`src/rtl/bfp16_div.sv`:
```
// bfp16_div: iterative bfloat16 divider, out = a / b.
// Restoring radix-2 mantissa division, one quotient bit per clock, with
// valid/ready handshakes on operand and result sides.
// Build option: define BFP16_DIV_RNE_EN for round-to-nearest-even;
// the default build truncates the quotient fraction.
module bfp16_div #(
    parameter int n_bit = 16,
    parameter int manti = 8,
    parameter int expo  = 8
) (
    input  logic             clk,
    input  logic             rst,
    input  logic             in_valid,
    output logic             in_ready,
    input  logic [n_bit-1:0] a,
    input  logic [n_bit-1:0] b,
    output logic             out_valid,
    input  logic             out_ready,
    output logic [n_bit-1:0] out,
    output logic             busy
);

    localparam int FW = manti - 1;   // stored fraction bits (hidden bit excluded)

    typedef enum logic [1:0] {
        IDLE = 2'd0,
        DIV  = 2'd1,
        NORM = 2'd2,
        DONE = 2'd3
    } state_t;

    state_t state;

    // Division datapath registers (not reset: only meaningful after accept)
    logic        [9:0]   rem;       // partial remainder, always < 2*dvs
    logic        [7:0]   dvs;       // divisor mantissa with hidden bit
    logic        [9:0]   q;         // quotient, 1 integer + 9 fraction bits
    logic        [3:0]   cnt;       // iteration counter
    logic                sgn;       // result sign
    logic signed [9:0]   e_diff;    // ea - eb, bias added at normalization

    // Operand fields
    logic [expo-1:0] ea, eb;
    logic [FW-1:0]   fa, fb;
    logic            sgn_in;
    logic            a_nan, b_nan, a_inf, b_inf, a_zero, b_zero;
    logic            spec_hit;
    logic [n_bit-1:0] spec_res;

    // Iteration and normalization signals
    logic signed [10:0] trial;
    logic        [9:0]  rem_keep;
    logic        [6:0]  frac_n;
    logic        [7:0]  frac_r;
    logic signed [9:0]  e_n;
    logic signed [9:0]  e_r;
    logic [n_bit-1:0]   norm_res;
`ifdef BFP16_DIV_RNE_EN
    logic               guard_n;
    logic               sticky_n;
`endif

    assign in_ready = (state == IDLE);
    assign busy     = (state != IDLE);

    assign ea     = a[n_bit-2 -: expo];
    assign eb     = b[n_bit-2 -: expo];
    assign fa     = a[FW-1:0];
    assign fb     = b[FW-1:0];
    assign sgn_in = a[n_bit-1] ^ b[n_bit-1];

    assign a_nan  = (ea == 8'hFF) && (fa != 7'd0);
    assign b_nan  = (eb == 8'hFF) && (fb != 7'd0);
    assign a_inf  = (ea == 8'hFF) && (fa == 7'd0);
    assign b_inf  = (eb == 8'hFF) && (fb == 7'd0);
    assign a_zero = (ea == 8'h00);   // subnormals flush to zero
    assign b_zero = (eb == 8'h00);

`ifdef BFP16_DIV_RNE_EN
    // Round-to-nearest-even on a 7-bit fraction; bit 7 of the result is the carry-out.
    function automatic logic [7:0] round_rne(input logic [6:0] frac,
                                             input logic       guard,
                                             input logic       sticky);
        logic inc;
        inc = guard & (sticky | frac[0]);
        return {1'b0, frac} + {7'd0, inc};
    endfunction
`endif

    // Classify operands at accept; special cases bypass the divider in priority order.
    always_comb begin
        spec_hit = 1'b1;
        spec_res = 16'h7FC0;
        if (a_nan || b_nan) begin
            spec_res = 16'h7FC0;
        end else if (a_inf && b_inf) begin
            spec_res = 16'h7FC0;
        end else if (a_zero && b_zero) begin
            spec_res = 16'h7FC0;
        end else if (a_inf) begin
            spec_res = {sgn_in, 8'hFF, 7'd0};
        end else if (b_zero) begin
            spec_res = {sgn_in, 8'hFF, 7'd0};
        end else if (a_zero) begin
            spec_res = {sgn_in, 15'd0};
        end else if (b_inf) begin
            spec_res = {sgn_in, 15'd0};
        end else begin
            spec_hit = 1'b0;
        end
    end

    // One restoring step: subtract divisor, keep the difference only if non-negative.
    always_comb begin
        trial    = $signed({1'b0, rem}) - $signed({3'b000, dvs});
        rem_keep = trial[10] ? rem : trial[9:0];
    end

    // Normalize the finished quotient, round, and clamp the exponent range.
    always_comb begin
        if (q[9]) begin
            frac_n = q[8:2];
            e_n    = e_diff + 10'sd127;
        end else begin
            frac_n = q[7:1];
            e_n    = e_diff + 10'sd126;
        end
`ifdef BFP16_DIV_RNE_EN
        if (q[9]) begin
            guard_n  = q[1];
            sticky_n = q[0] | (rem != 10'd0);
        end else begin
            guard_n  = q[0];
            sticky_n = (rem != 10'd0);
        end
        frac_r = round_rne(frac_n, guard_n, sticky_n);
`else
        frac_r = {1'b0, frac_n};
`endif
        e_r = e_n + $signed({9'd0, frac_r[7]});
        if (e_r >= 10'sd255) begin
            norm_res = {sgn, 8'hFF, 7'd0};
        end else if (e_r <= 10'sd0) begin
            norm_res = {sgn, 15'd0};
        end else begin
            norm_res = {sgn, e_r[7:0], frac_r[6:0]};
        end
    end

    // Control FSM with registered result and valid; datapath registers load alongside.
    always_ff @(posedge clk) begin
        if (rst) begin
            state     <= IDLE;
            out       <= 16'h0000;
            out_valid <= 1'b0;
            cnt       <= 4'd0;
        end else begin
            case (state)
                IDLE: begin
                    if (in_valid) begin
                        sgn <= sgn_in;
                        if (spec_hit) begin
                            out       <= spec_res;
                            out_valid <= 1'b1;
                            state     <= DONE;
                        end else begin
                            rem    <= {2'b01, fa};
                            dvs    <= {1'b1, fb};
                            q      <= 10'd0;
                            cnt    <= 4'd0;
                            e_diff <= $signed({2'b00, ea}) - $signed({2'b00, eb});
                            state  <= DIV;
                        end
                    end
                end
                DIV: begin
                    q   <= {q[8:0], ~trial[10]};
                    rem <= rem_keep << 1;
                    cnt <= cnt + 4'd1;
                    if (cnt == 4'd9) begin
                        state <= NORM;
                    end
                end
                NORM: begin
                    out       <= norm_res;
                    out_valid <= 1'b1;
                    state     <= DONE;
                end
                DONE: begin
                    if (out_ready) begin
                        out_valid <= 1'b0;
                        state     <= IDLE;
                    end
                end
                default: state <= IDLE;
            endcase
        end
    end

endmodule

```
`config.mk`:
```
export PLATFORM = sky130hd
export DESIGN_NAME = bfp16_div
export DESIGN_NICKNAME = d
export VERILOG_FILES = /design/src/rtl/bfp16_div.sv
export SDC_FILE = /design/constraint.sdc
export NUM_CORES = 1
export LEC_CHECK = 0
export ABC_AREA = 1
export CAP_MARGIN = 40
export CORE_ASPECT_RATIO = 0.6
export CORE_UTILIZATION = 59
export DETAILED_ROUTE_END_ITERATION = 16
export PLACE_DENSITY = 0.85
export SLEW_MARGIN = 20
export SYNTH_ARGS = -nofsm -noshare
export SYNTH_HDL_FRONTEND = slang
export SYNTH_SLANG_ARGS = --single-unit
```
`constraint.sdc`:
```
create_clock -name clk -period 3.6 [get_ports clk]
set_input_delay 0.54 -clock clk [delete_from_list [all_inputs] [get_ports clk]]
set_output_delay 0.54 -clock clk [all_outputs]
set_load 0.02 [all_outputs]
```
==> results.yml <==
setup_path:
  endpoint: "rem[5]"
  worstReg2RegStart: "rem[0]"
  cp-startpoint: "rem[0]"
  reg2reg_to: "rem[5]"
  critPathMaxFanout: 16
  rrSetupSlack_ns: 1.04
  cp.arrival_ns: 2.62
  critPathKind: "reg -> reg"
  reg2reg_depth: 9
  required_ns: 3.66
  cp-end-kind: "flop"
  worstSetupStartpointType: "flop"
timing:
  hold_violations: 0
  clock_skew_ns: 0.00821
  slew_headroom_pct: 52.7
  fmax_ghz: 0.391
  worst_slew_pin_slew_ns: 0.709
  slew_viol_final: 0
  finalWorstSetupSlack_ns: 1.04
  setup_viol: 0
  tns_ns: 0
  period_minus_slack_ns: 2.56
  rsz0062_at_grt: "false"
  fin_crit_sh_pct: 71.1
global_route:
  grt_max_degree: 23
  grt_pass1_wl_mm: 15.9
  grt_pass1_vias: 3534
  antenna_found_initial: 0
  grt.total_usage_pct: 29.9
  grt-ovfl-total: 0
layout:
  drive_gt1_share_pct: 7.82
  register_area_um2: 1570
  multi_input_area_um2: 1950
  fillers: 485
  fin_nets: 620
  syn_to_final_growth_pct: 21.5
  num_antenna_cells: 0
placed_design:
  hpwlAfterDp_mm: 7.22
  routabilityCongestion: 0.879
  place_ws_ns: 0.748
  portBuffers: 54
logic_synthesis:
  synth_top_area_cell: "edfxtp_1"
  ys_types: 37
  yosysWarnings: 0
  ys_top_cells_by_count: "106 x nand2_1, 76 x inv_1, 47 x nor2_1, 43 x a21oi_1"
  syn-num-nets: 562
  synthesis.area_um2: 3880
  synthFlopType: "edfxtp_1"
  synth_edf_count: 37
  ys_seq_area_share_pct: 40.5
  avgSynthCellArea_um2: 7.75
  synthCells: 500
  async_flop_share_pct: 0
  synth.area.top_cells: "edfxtp_1 29%, dfxtp_1 12%, nand2_1 10%, ha_1 7.7%, inv_1 7.4%"
  yosysMostFrequentCell: "nand2_1"
  ys_ff_latch: 60
  yosys.area.top_type_share_pct: 28.7
routing:
  ant_nets: 0
  postRouteWirelength_mm: 9.26
  post_drt_wl_per_cell_um: 14.3
  num_vias: 3555
  drtIter0Drc: 321
  viasPerCell: 5.49
  route.detailed.drc: 0
  dr.pass1.iters: 5
hold_path:
  hold_path.class: "reg -> reg"
floorplan:
  initial_utilization_pct: 62.3
  dieArea_um2: 6910
  core_area_um2: 6220
  die_w_um: 107
  placementRows: 22
  die_height_um: 64.8
  pin_count: 55
power:
  powerDensity_nw_per_um2: 657
  vdd_drop_max_mv: 0.520
  power.leakage_nw: 2.11
cts:
  cts_num_sinks: 60
  htreeDepth: 3
  ctsRootBufferMaster: "clkbuf_8"
  cts_buffers: 9
  post-cts-setup-buffers: 0
  cts_max_path_buffers: 2
  clock_latency_ns: 0.34
  postCtsResizedCells: 0
  cts_tree: "built"
  hold_buffers: 0
  clkTransAtPathRegs_ns: 0.07
run_status:
  run_status: "completed"
run:
  maxCapViolCount: 0
-- cells by family (layout without fill, tap and decap cells) --
group	count (synthesis)	count (layout)	share of synthesized area, %
buffers and inverters	90	153	9.10
AND/OR/NAND/NOR	214	214	25.4
AO/OA/AOI/OAI	96	96	13.0
adder cells (fa/ha/maj)	26	26	8.78
XOR/XNOR	14	14	3.16
flip-flops	60	60	40.5
-- critical path: stages (launching register included) --
cell      delay [ns]
edfxtp_1        0.34
inv_1           0.05
ha_1            0.21
fa_1            0.41
o21ai_1         0.31
nand2_1         0.14
nand3_1         0.42
a21oi_1         0.14
o21ai_0         0.13
o21ai_0         0.13
-- where the power goes --
part           internal, mW  switching [mW]  leakage (nW)
registers             0.965           0.122         0.533
logic                 0.522           0.817          1.47
clock network         0.390           0.276         0.104
-- cells in the final DEF (no fill, tap or decap), drive strengths merged --
cell           Yosys  final
a21oi             44     44
ha                24     24
xnor2              3      3
bufinv             0      2
a211oi             2      2
a31o               1      1
o21ai             45     45
clkdlybuf4s50      0     54
nor3               1      1
o211ai             3      3
nor2              51     51
nor4               1      1
o22ai              1      1
nand2            117    117
inv               80     80
fa                 2      2
nand3             27     27
clkinv             0      3
xor2              11     11
clkinvlp           0      1
nand3b             5      5
nand4             10     10
or2                2      2
dfxtp             23     23
edfxtp            37     37
buf                5      3
clkbuf             5     10
-- worst min path at each step --
| stage | to | depth (start not counted) | slack, ns | startpoint |
|---|---|---|---|---|
| 2_1_floorplan | cnt[3] | 2 | 0.46 | cnt[3] |
| 3_3_place_gp | out_valid | 2 | 0.44 | out_valid |
| 3_5_place_dp | out_valid | 2 | 0.45 | out_valid |
| 4_1_cts | out_valid | 2 | 0.46 | out_valid |
| 5_1_grt | out_valid | 2 | 0.50 | out_valid |
| 6_report | out_valid | 2 | 0.46 | out_valid |
-- final cells by class --
type                       count  share of cell area (%)
tap                           84                    2.23
clock buffer                  10                    2.71
multi-input combinational    350                    41.5
clock inverter                 6                    1.89
sequential                    60                    33.4
inverter                      80                    6.38
timing repair buffer          57                    12.0
-- metal layers --
metal | part of all wire [%] | vias up | global-route usage (%)
li1 | - | 1757 | -
met1 | 43 | 1662 | 36.4
met2 | 50 | 122 | 54.8
met3 | 5.9 | 14 | 4.73
met4 | 1.4 | 0 | 8.90
met5 | 0 | - | 0
-- registers in the layout, indices dropped and copies added, names as in the netlist --
| signal | cells |
|---|---|
| e_diff | 9 |
| rem | 10 |
| sgn | 1 |
| out | 16 |
| out_valid | 1 |
| cnt | 4 |
| dvs | 7 |
| q | 10 |
| state | 2 |
-- stage by stage --
stage          cells  cell area (um2)  hold slack, ns  power, mW  utilization [%]
6_report         647             4710           0.458       3.09             75.7
5_1_grt          647             4710           0.498       3.31             75.7
4_1_cts          647             4710           0.463       3.09             75.7
2_1_floorplan    500             3880           0.458       1.96                -
3_3_place_gp     631             4490           0.441       2.35             72.2
3_5_place_dp     631             4490           0.448       2.42             72.2
(Power assumes the default switching activity.)
